`config.mk`:
```
export PLATFORM = sky130hd
export DESIGN_NAME = dmem_responder_flat
export DESIGN_NICKNAME = d
export VERILOG_FILES = /design/src/rtl/dmem_responder_pkg.sv /design/src/rtl/dmem_responder_if.sv /design/src/rtl/dmem_responder_lsu_align.sv /design/src/rtl/dmem_responder.sv /design/src/flat_wrapper.sv
export SDC_FILE = /design/constraint.sdc
export NUM_CORES = 2
export LEC_CHECK = 0
export CORE_UTILIZATION = 35
export CTS_CLUSTER_DIAMETER = 50
export CTS_CLUSTER_SIZE = 10
export DETAILED_ROUTE_END_ITERATION = 7
export PLACE_DENSITY_LB_ADDON = 0.08
export SLEW_MARGIN = 20
export SYNTH_ARGS = -nofsm -noshare
export SYNTH_HDL_FRONTEND = slang
export SYNTH_SLANG_ARGS = --single-unit
```
`constraint.sdc`:
```
create_clock -name clk -period 8.1 [get_ports clk]
set_input_delay 0.81 -clock clk [delete_from_list [all_inputs] [get_ports clk]]
set_output_delay 0.81 -clock clk [all_outputs]
set_load 0.01 [all_outputs]
```
`src/rtl/dmem_responder_pkg.sv`:
```
// Shared definitions for the data-memory responder: RV32I width codes,
// FSM state encoding and the funct3 legality rule.
package dmem_responder_pkg;

    localparam logic [2:0] F3_LB  = 3'b000;
    localparam logic [2:0] F3_LH  = 3'b001;
    localparam logic [2:0] F3_LW  = 3'b010;
    localparam logic [2:0] F3_LBU = 3'b100;
    localparam logic [2:0] F3_LHU = 3'b101;
    localparam logic [2:0] F3_SB  = 3'b000;
    localparam logic [2:0] F3_SH  = 3'b001;
    localparam logic [2:0] F3_SW  = 3'b010;

    typedef enum logic [1:0] {
        DMR_IDLE,
        DMR_WAIT,
        DMR_RESP
    } dmr_state_t;

    // Stores have no unsigned variants, so 100/101 are only legal for loads.
    function automatic logic f3_illegal(input logic [2:0] f3, input logic we);
        return (f3 == 3'b011) || (f3 == 3'b110) || (f3 == 3'b111) || (we && f3[2]);
    endfunction

endpackage

```
`src/rtl/dmem_responder_if.sv`:
```
// Request/response handshake between a data-access requester and the responder.
// The requester drives master; the memory side uses slave.
interface dmem_responder_if #(
    parameter int XLEN = 32
);
    logic            req_valid;
    logic            req_ready;
    logic            req_we;
    logic [2:0]      req_funct3;
    logic [XLEN-1:0] req_addr;
    logic [XLEN-1:0] req_wdata;
    logic            rsp_valid;
    logic            rsp_ready;
    logic [XLEN-1:0] rsp_rdata;
    logic            rsp_err;

    modport master (
        output req_valid, req_we, req_funct3, req_addr, req_wdata, rsp_ready,
        input  req_ready, rsp_valid, rsp_rdata, rsp_err
    );

    modport slave (
        input  req_valid, req_we, req_funct3, req_addr, req_wdata, rsp_ready,
        output req_ready, rsp_valid, rsp_rdata, rsp_err
    );
endinterface

```
`src/rtl/dmem_responder_lsu_align.sv`:
```
// Lane steering for byte/half/word accesses: store enables and replication, load extension, fault flags.
// Latency: combinational.
// Backpressure: none, pure function of its inputs.
module dmem_responder_lsu_align
    import dmem_responder_pkg::*;
#(
    parameter int XLEN = 32
) (
    input  logic            we,
    input  logic [2:0]      funct3,
    input  logic [1:0]      lane,
    input  logic [XLEN-1:0] wdata,
    input  logic [XLEN-1:0] rword,
    output logic [3:0]      be,
    output logic [XLEN-1:0] sdata,
    output logic [XLEN-1:0] ldata,
    output logic            misalign,
    output logic            illegal
);
    logic [7:0]  sel_b;
    logic [15:0] sel_h;

    assign sel_b = rword[{lane, 3'b000} +: 8];
    assign sel_h = lane[1] ? rword[31:16] : rword[15:0];

    always_comb begin
        be    = 4'b0000;
        sdata = wdata;
        ldata = '0;
        case (funct3)
            F3_LB: begin
                be    = 4'b0001 << lane;
                sdata = {4{wdata[7:0]}};
                ldata = {{(XLEN-8){sel_b[7]}}, sel_b};
            end
            F3_LH: begin
                be    = lane[1] ? 4'b1100 : 4'b0011;
                sdata = {2{wdata[15:0]}};
                ldata = {{(XLEN-16){sel_h[15]}}, sel_h};
            end
            F3_LW: begin
                be    = 4'b1111;
                ldata = rword;
            end
            F3_LBU: ldata = {{(XLEN-8){1'b0}}, sel_b};
            F3_LHU: ldata = {{(XLEN-16){1'b0}}, sel_h};
            default: ;
        endcase
    end

    assign misalign = ((funct3[1:0] == 2'b01) && lane[0]) || ((funct3 == F3_LW) && (lane != 2'b00));
    assign illegal  = f3_illegal(funct3, we);

endmodule

```
`src/rtl/dmem_responder.sv`:
```
// RV32I data-memory responder with a modelled access latency.
// Latency: rsp_valid rises LATENCY edges after request accept.
// Backpressure: one request in flight; req_ready low until the response is taken.
module dmem_responder
    import dmem_responder_pkg::*;
#(
    parameter int XLEN    = 32,
    parameter int DEPTH   = 64,
    parameter int LATENCY = 1
) (
    input  logic             clk,
    input  logic             rst,
    dmem_responder_if.slave  bus
);
    localparam int AW = (DEPTH > 1) ? $clog2(DEPTH) : 1;
    localparam int CW = (LATENCY > 1) ? $clog2(LATENCY) : 1;

    dmr_state_t      state;
    logic [CW-1:0]   cnt;
    logic            we_q;
    logic [2:0]      funct3_q;
    logic [XLEN-1:0] addr_q;
    logic [XLEN-1:0] wdata_q;
    logic            rsp_valid_q;
    logic [XLEN-1:0] rsp_rdata_q;
    logic            rsp_err_q;

    logic [XLEN-1:0] mem [DEPTH];

    logic [AW-1:0]   widx;
    logic [XLEN-1:0] rword;
    logic [3:0]      be;
    logic [XLEN-1:0] sdata;
    logic [XLEN-1:0] ldata;
    logic            misalign;
    logic            illegal;
    logic            oor;
    logic            err;
    logic            access;

    assign widx   = addr_q[AW+1:2];
    assign rword  = mem[widx];
    assign oor    = addr_q[XLEN-1:2] >= (XLEN-2)'(DEPTH);
    assign err    = misalign | illegal | oor;
    assign access = (state == DMR_WAIT) && (cnt == '0);

    dmem_responder_lsu_align #(.XLEN(XLEN)) u_align (
        .we       (we_q),
        .funct3   (funct3_q),
        .lane     (addr_q[1:0]),
        .wdata    (wdata_q),
        .rword    (rword),
        .be       (be),
        .sdata    (sdata),
        .ldata    (ldata),
        .misalign (misalign),
        .illegal  (illegal)
    );

    always_ff @(posedge clk) begin
        if (rst) begin
            state       <= DMR_IDLE;
            cnt         <= '0;
            rsp_valid_q <= 1'b0;
            rsp_rdata_q <= '0;
            rsp_err_q   <= 1'b0;
        end else begin
            case (state)
                DMR_IDLE: begin
                    if (bus.req_valid) begin
                        we_q     <= bus.req_we;
                        funct3_q <= bus.req_funct3;
                        addr_q   <= bus.req_addr;
                        wdata_q  <= bus.req_wdata;
                        cnt      <= CW'(LATENCY - 1);
                        state    <= DMR_WAIT;
                    end
                end
                DMR_WAIT: begin
                    if (cnt != '0) begin
                        cnt <= cnt - 1'b1;
                    end else begin
                        rsp_err_q   <= err;
                        rsp_rdata_q <= (we_q || err) ? '0 : ldata;
                        rsp_valid_q <= 1'b1;
                        state       <= DMR_RESP;
                    end
                end
                DMR_RESP: begin
                    if (bus.rsp_ready) begin
                        rsp_valid_q <= 1'b0;
                        state       <= DMR_IDLE;
                    end
                end
                default: state <= DMR_IDLE;
            endcase
        end
    end

    // Array is deliberately not reset; a reset on the access edge drops the write.
    always_ff @(posedge clk) begin
        if (!rst && access && we_q && !err) begin
            for (int b = 0; b < 4; b++) begin
                if (be[b]) mem[widx][8*b +: 8] <= sdata[8*b +: 8];
            end
        end
    end

    assign bus.req_ready = (state == DMR_IDLE) && !rst;
    assign bus.rsp_valid = rsp_valid_q;
    assign bus.rsp_rdata = rsp_rdata_q;
    assign bus.rsp_err   = rsp_err_q;

endmodule
```
`src/flat_wrapper.sv`:
```
// flat-port wrapper written by rule: the top's interface ports become plain ports
module dmem_responder_flat import dmem_responder_pkg::*;
#(
    parameter int XLEN    = 32,
    parameter int DEPTH   = 64,
    parameter int LATENCY = 1
)
  (clk, rst, bus_req_valid, bus_req_we, bus_req_funct3, bus_req_addr, bus_req_wdata, bus_rsp_ready, bus_req_ready, bus_rsp_valid, bus_rsp_rdata, bus_rsp_err);
  dmem_responder_if #(.XLEN(XLEN)) bus_i ();
  input  logic clk;
  input  logic rst;
  input wire logic [$bits(bus_i.req_valid)-1:0] bus_req_valid;
  input wire logic [$bits(bus_i.req_we)-1:0] bus_req_we;
  input wire logic [$bits(bus_i.req_funct3)-1:0] bus_req_funct3;
  input wire logic [$bits(bus_i.req_addr)-1:0] bus_req_addr;
  input wire logic [$bits(bus_i.req_wdata)-1:0] bus_req_wdata;
  input wire logic [$bits(bus_i.rsp_ready)-1:0] bus_rsp_ready;
  output wire logic [$bits(bus_i.req_ready)-1:0] bus_req_ready;
  output wire logic [$bits(bus_i.rsp_valid)-1:0] bus_rsp_valid;
  output wire logic [$bits(bus_i.rsp_rdata)-1:0] bus_rsp_rdata;
  output wire logic [$bits(bus_i.rsp_err)-1:0] bus_rsp_err;
  assign bus_i.req_valid = bus_req_valid;
  assign bus_i.req_we = bus_req_we;
  assign bus_i.req_funct3 = bus_req_funct3;
  assign bus_i.req_addr = bus_req_addr;
  assign bus_i.req_wdata = bus_req_wdata;
  assign bus_i.rsp_ready = bus_rsp_ready;
  assign bus_req_ready = bus_i.req_ready;
  assign bus_rsp_valid = bus_i.rsp_valid;
  assign bus_rsp_rdata = bus_i.rsp_rdata;
  assign bus_rsp_err = bus_i.rsp_err;
  dmem_responder #(.XLEN(XLEN), .DEPTH(DEPTH), .LATENCY(LATENCY)) u_core (.clk(clk), .rst(rst), .bus(bus_i));
endmodule
```
==> flow_metrics.py <==
metrics = {
    "global_route": {
        "antenna_found_initial": 18,
        "overflow": 0,
        "grt_usage_pct": 21.84,
        "grt_max_degree": 110,
        "grt_pass1_wl_um": 368400,
        "grt_pass1_vias": 43960,
    },
    "worst_setup_path": {
        "path_max_fanout": 47,
        "required_ns": 8.84,
        "rrSetupSlack_ns": 3.23,
        "cp.arrival_ns": 5.60,
        "path_class": "reg -> reg",
        "end_kind": "register",
        "critPathLaunchType": "register",
        "r2r-end": "u_core.bus.rsp_rdata[21]$_SDFFE_PP0P_",
        "reg2reg_depth": 8,
    },
    "floorplanning": {
        "num_io_pins": 107,
        "rows": 180,
        "dieArea_mm2": 0.2447,
        "start_util_pct": 35.25,
        "core-area_mm2": 0.2410,
        "die_w_um": 494.6,
        "dieHeight_um": 494.6,
    },
    "worst_hold_path": {
        "hold_depth": 1,
        "holdPathEnd": "u_core.addr_q[18]$_DFFE_PP_",
        "hp-class": "in -> reg",
        "hp-start": "bus_req_addr[18]",
    },
    "power_and_ir_drop": {
        "power_density_mw_per_mm2": 262.5,
        "comb_power_share_pct": 6.2,
        "clkPwrFrac_pct": 46.1,
        "p_seq_share_pct": 47.7,
        "netSwitchingFraction_pct": 22.04,
        "switchingPower_w": 0.005709,
        "p_int_w": 0.02019,
        "leakage_nw": 30.65,
        "peakVddDrop_uv": 186.2,
    },
    "sta": {
        "slew_headroom_pct": 15.87,
        "tns_ns": 0,
        "setup_violations": 0,
        "clock.fmax_mhz": 205.4,
        "timing.final.max_slew_violations": 0,
        "worstMarginPinSlew_ns": 1.262,
        "fin_crit_sh_pct": 60.09,
        "skew_ns": 0.07462,
        "fin_crit_ns": 4.868,
        "finalHoldViolCount": 0,
        "rsz0062_at_grt": "no",
    },
    "drt": {
        "vias": 43180,
        "firstDrtPassIters": 6,
        "drc": 0,
        "drt-total-wl_um": 266900,
        "drtIter0Drc": 4705,
        "drtAntennaViolNets": 0,
        "vias_per_cell": 5.557,
        "wl_per_cell_um": 34.35,
    },
    "outcome": {
        "status": "finished, final reports clean",
    },
    "cts": {
        "cts-root-buf": "clkbuf_16",
        "cts_resized": 0,
        "cts.path.max_buffers": 4,
        "htree_levels": 5,
        "clk_pin_slew_ns": 0.06,
        "clock_latency_ns": 0.92,
        "cts_tree": "yes",
        "cts.sinks": 2158,
        "post_cts_buffers": 0,
        "cts_inserted_buffers": 294,
        "hold_buffers": 0,
    },
    "yosys": {
        "yosys_warnings": 0,
        "synth_top_cells_by_count": "edfxtp_1, mux4_2, nor2_1",
        "synth_area_per_cell_um2": 20.30,
        "synth_edf_count": 2116,
        "yosys_register_bits": 2158,
        "synth-main-ff-cell": "edfxtp_1",
        "syn_area_mm2": 0.08495,
        "synth_nets": 4256,
        "synth_top_cell_by_area": "edfxtp_1",
        "yosysUniqueCellTypes": 63,
        "yosysSeqAreaShare_pct": 75.79,
        "async_reset_ff_share_pct": 0,
        "netlist_instances": 4184,
        "yosysMostFrequentCell": "edfxtp_1",
        "synth_area_leaders": "edfxtp_1, mux4_2, mux2i_1, nor2_1, nand2_1",
        "synth_top_area_share_pct": 74.80,
    },
    "run": {
        "drv_cap": 0,
    },
    "final_layout": {
        "stdcell_count": 7771,
        "n_fill_cell": 21330,
        "multi_input_area_mm2": 0.01945,
        "seq_area_mm2": 0.06440,
        "drive_gt1_share_pct": 24.43,
        "finalCoreUtilization_pct": 40.94,
        "syn2layout_area_growth_pct": 16.14,
        "final_net_count": 4537,
    },
    "place": {
        "dp_hpwl_um": 173500,
        "port_buffers": 106,
        "dp_cells": 7354,
        "gp_congestion": 0.9343,
    },
}
[cells by family after synthesis]
family	Yosys count	synth area share [%]
buf+inv	263	1.700
compound gates	346	3.065
mux	738	16.11
simple gates	679	3.330
flops	2158	75.79
[area by class of cell]
class,count,share of cell area (%)
Clock buffer,339,7.830
Sequential cell,2158,65.27
Timing Repair Buffer,239,2.151
Inverter,9,0.04185
Clock inverter,72,0.9334
Multi-Input combinational cell,1763,19.72
Antenna cell,6,0.01522
Tap cell,3185,4.039
[routing by layer]
metal / GRT usage (%) / share of wire [%] / vias up
met5: 0 / 0.038 / -
li1: - / - / 17840
met3: 4.803 / 7.0 / 404
met4: 7.367 / 3.3 / 12
met1: 31.28 / 45 / 23270
met2: 32.88 / 45 / 1650
[how the worst max path moves through the flow]
stage	depth (start not counted)	slack, ns	from	end
final	8	3.23	register	u_core.bus.rsp_rdata[21]$_SDFFE_PP0P_
after global routing	8	2.97	register	u_core.bus.rsp_rdata[30]$_SDFFE_PP0P_
after floorplan	5	3.96	rst	register
after global placement	10	3.12	register	u_core.bus.rsp_rdata[30]$_SDFFE_PP0P_
after detailed placement	10	3.08	register	u_core.bus.rsp_rdata[21]$_SDFFE_PP0P_
after CTS	10	3.07	register	u_core.bus.rsp_rdata[21]$_SDFFE_PP0P_
[critical path: stages, from the launching register on]
cell	delay (ns)
dfxtp_4	0.86
buf_4	0.87
mux4_2	0.61
a22oi_1	0.19
a21oi_1	0.18
nor4_1	1.00
a22oi_1	0.34
o211ai_4	0.42
a311oi_1	0.19
[through the flow]
| stage | hold WS (ns) | total power [W] | cell area [um^2] | setup slack (ns) |
|---|---|---|---|---|
| 6_report | 0.4409 | 0.02590 | 98660 | 3.233 |
| 5_1_grt | 0.4029 | 0.02660 | 98650 | 2.969 |
| 4_1_cts | 0.3706 | 0.02616 | 98590 | 3.069 |
| 3_5_place_dp | 0.5024 | 0.01420 | 89950 | 3.076 |
| 3_3_place_gp | 0.4961 | 0.01420 | 89860 | 3.123 |
| 2_1_floorplan | 0.4750 | 0.01351 | 84950 | 3.955 |
[state kept, by name (all words and copies together) (netlist names), named ones only]
name / flops
u_core.bus.rsp_valid: 1
u_core.bus.rsp_err: 1
u_core.funct3_q: 3
u_core.mem: 2048
u_core.bus.rsp_rdata: 32
u_core.state: 2
u_core.addr_q: 32
u_core.wdata_q: 32
u_core.we_q: 1
[cell usage in the layout (no fill, tap or decap), types with 7 or more instances in the layout]
| cell | synthesis | layout |
|---|---|---|
| edfxtp_1 | 2116 | 2116 |
| mux4_2 | 495 | 495 |
| clkbuf_16 | 0 | 301 |
| nor2_1 | 316 | 264 |
| nand2_1 | 229 | 229 |
| mux2i_1 | 206 | 206 |
| buf_4 | 25 | 128 |
| clkdlybuf4s50_1 | 0 | 106 |
| a22oi_1 | 103 | 103 |
| nand3_1 | 53 | 53 |
| nor2_2 | 0 | 51 |
| a21oi_1 | 49 | 41 |
| dfxtp_1 | 42 | 36 |
| mux2_2 | 33 | 33 |
| clkbuf_1 | 105 | 33 |
| a221oi_1 | 26 | 26 |
| a32oi_1 | 25 | 25 |
| o21ai_0 | 21 | 20 |
| bufinv_16 | 0 | 20 |
| clkinv_2 | 0 | 17 |
| clkinv_1 | 0 | 16 |
| o211ai_1 | 15 | 15 |
| nor4_1 | 15 | 12 |
| o22a_1 | 12 | 12 |
| a211oi_1 | 11 | 11 |
| nand2b_1 | 11 | 10 |
| a31oi_1 | 9 | 9 |
| o2111ai_1 | 9 | 9 |
| a21oi_4 | 0 | 8 |
| nor3_1 | 8 | 8 |
| and2_1 | 9 | 8 |
| a22o_1 | 8 | 8 |
| a311oi_1 | 8 | 8 |
| inv_1 | 7 | 7 |
| and3_1 | 7 | 7 |
| inv_6 | 0 | 7 |
[power groups by stage]
| stage | Combinational (W) | Sequential, W | Clock (W) |
|---|---|---|---|
| after floorplan | 0.000957 | 0.0126 | 0 |
| after global placement | 0.00163 | 0.0126 | 0 |
| after detailed placement | 0.00163 | 0.0126 | 0 |
| after CTS | 0.00163 | 0.0123 | 0.0122 |
| after global routing | 0.00169 | 0.0123 | 0.0126 |
| final | 0.00161 | 0.0123 | 0.0119 |
Note: power is estimated with default switching activity, not from simulation.
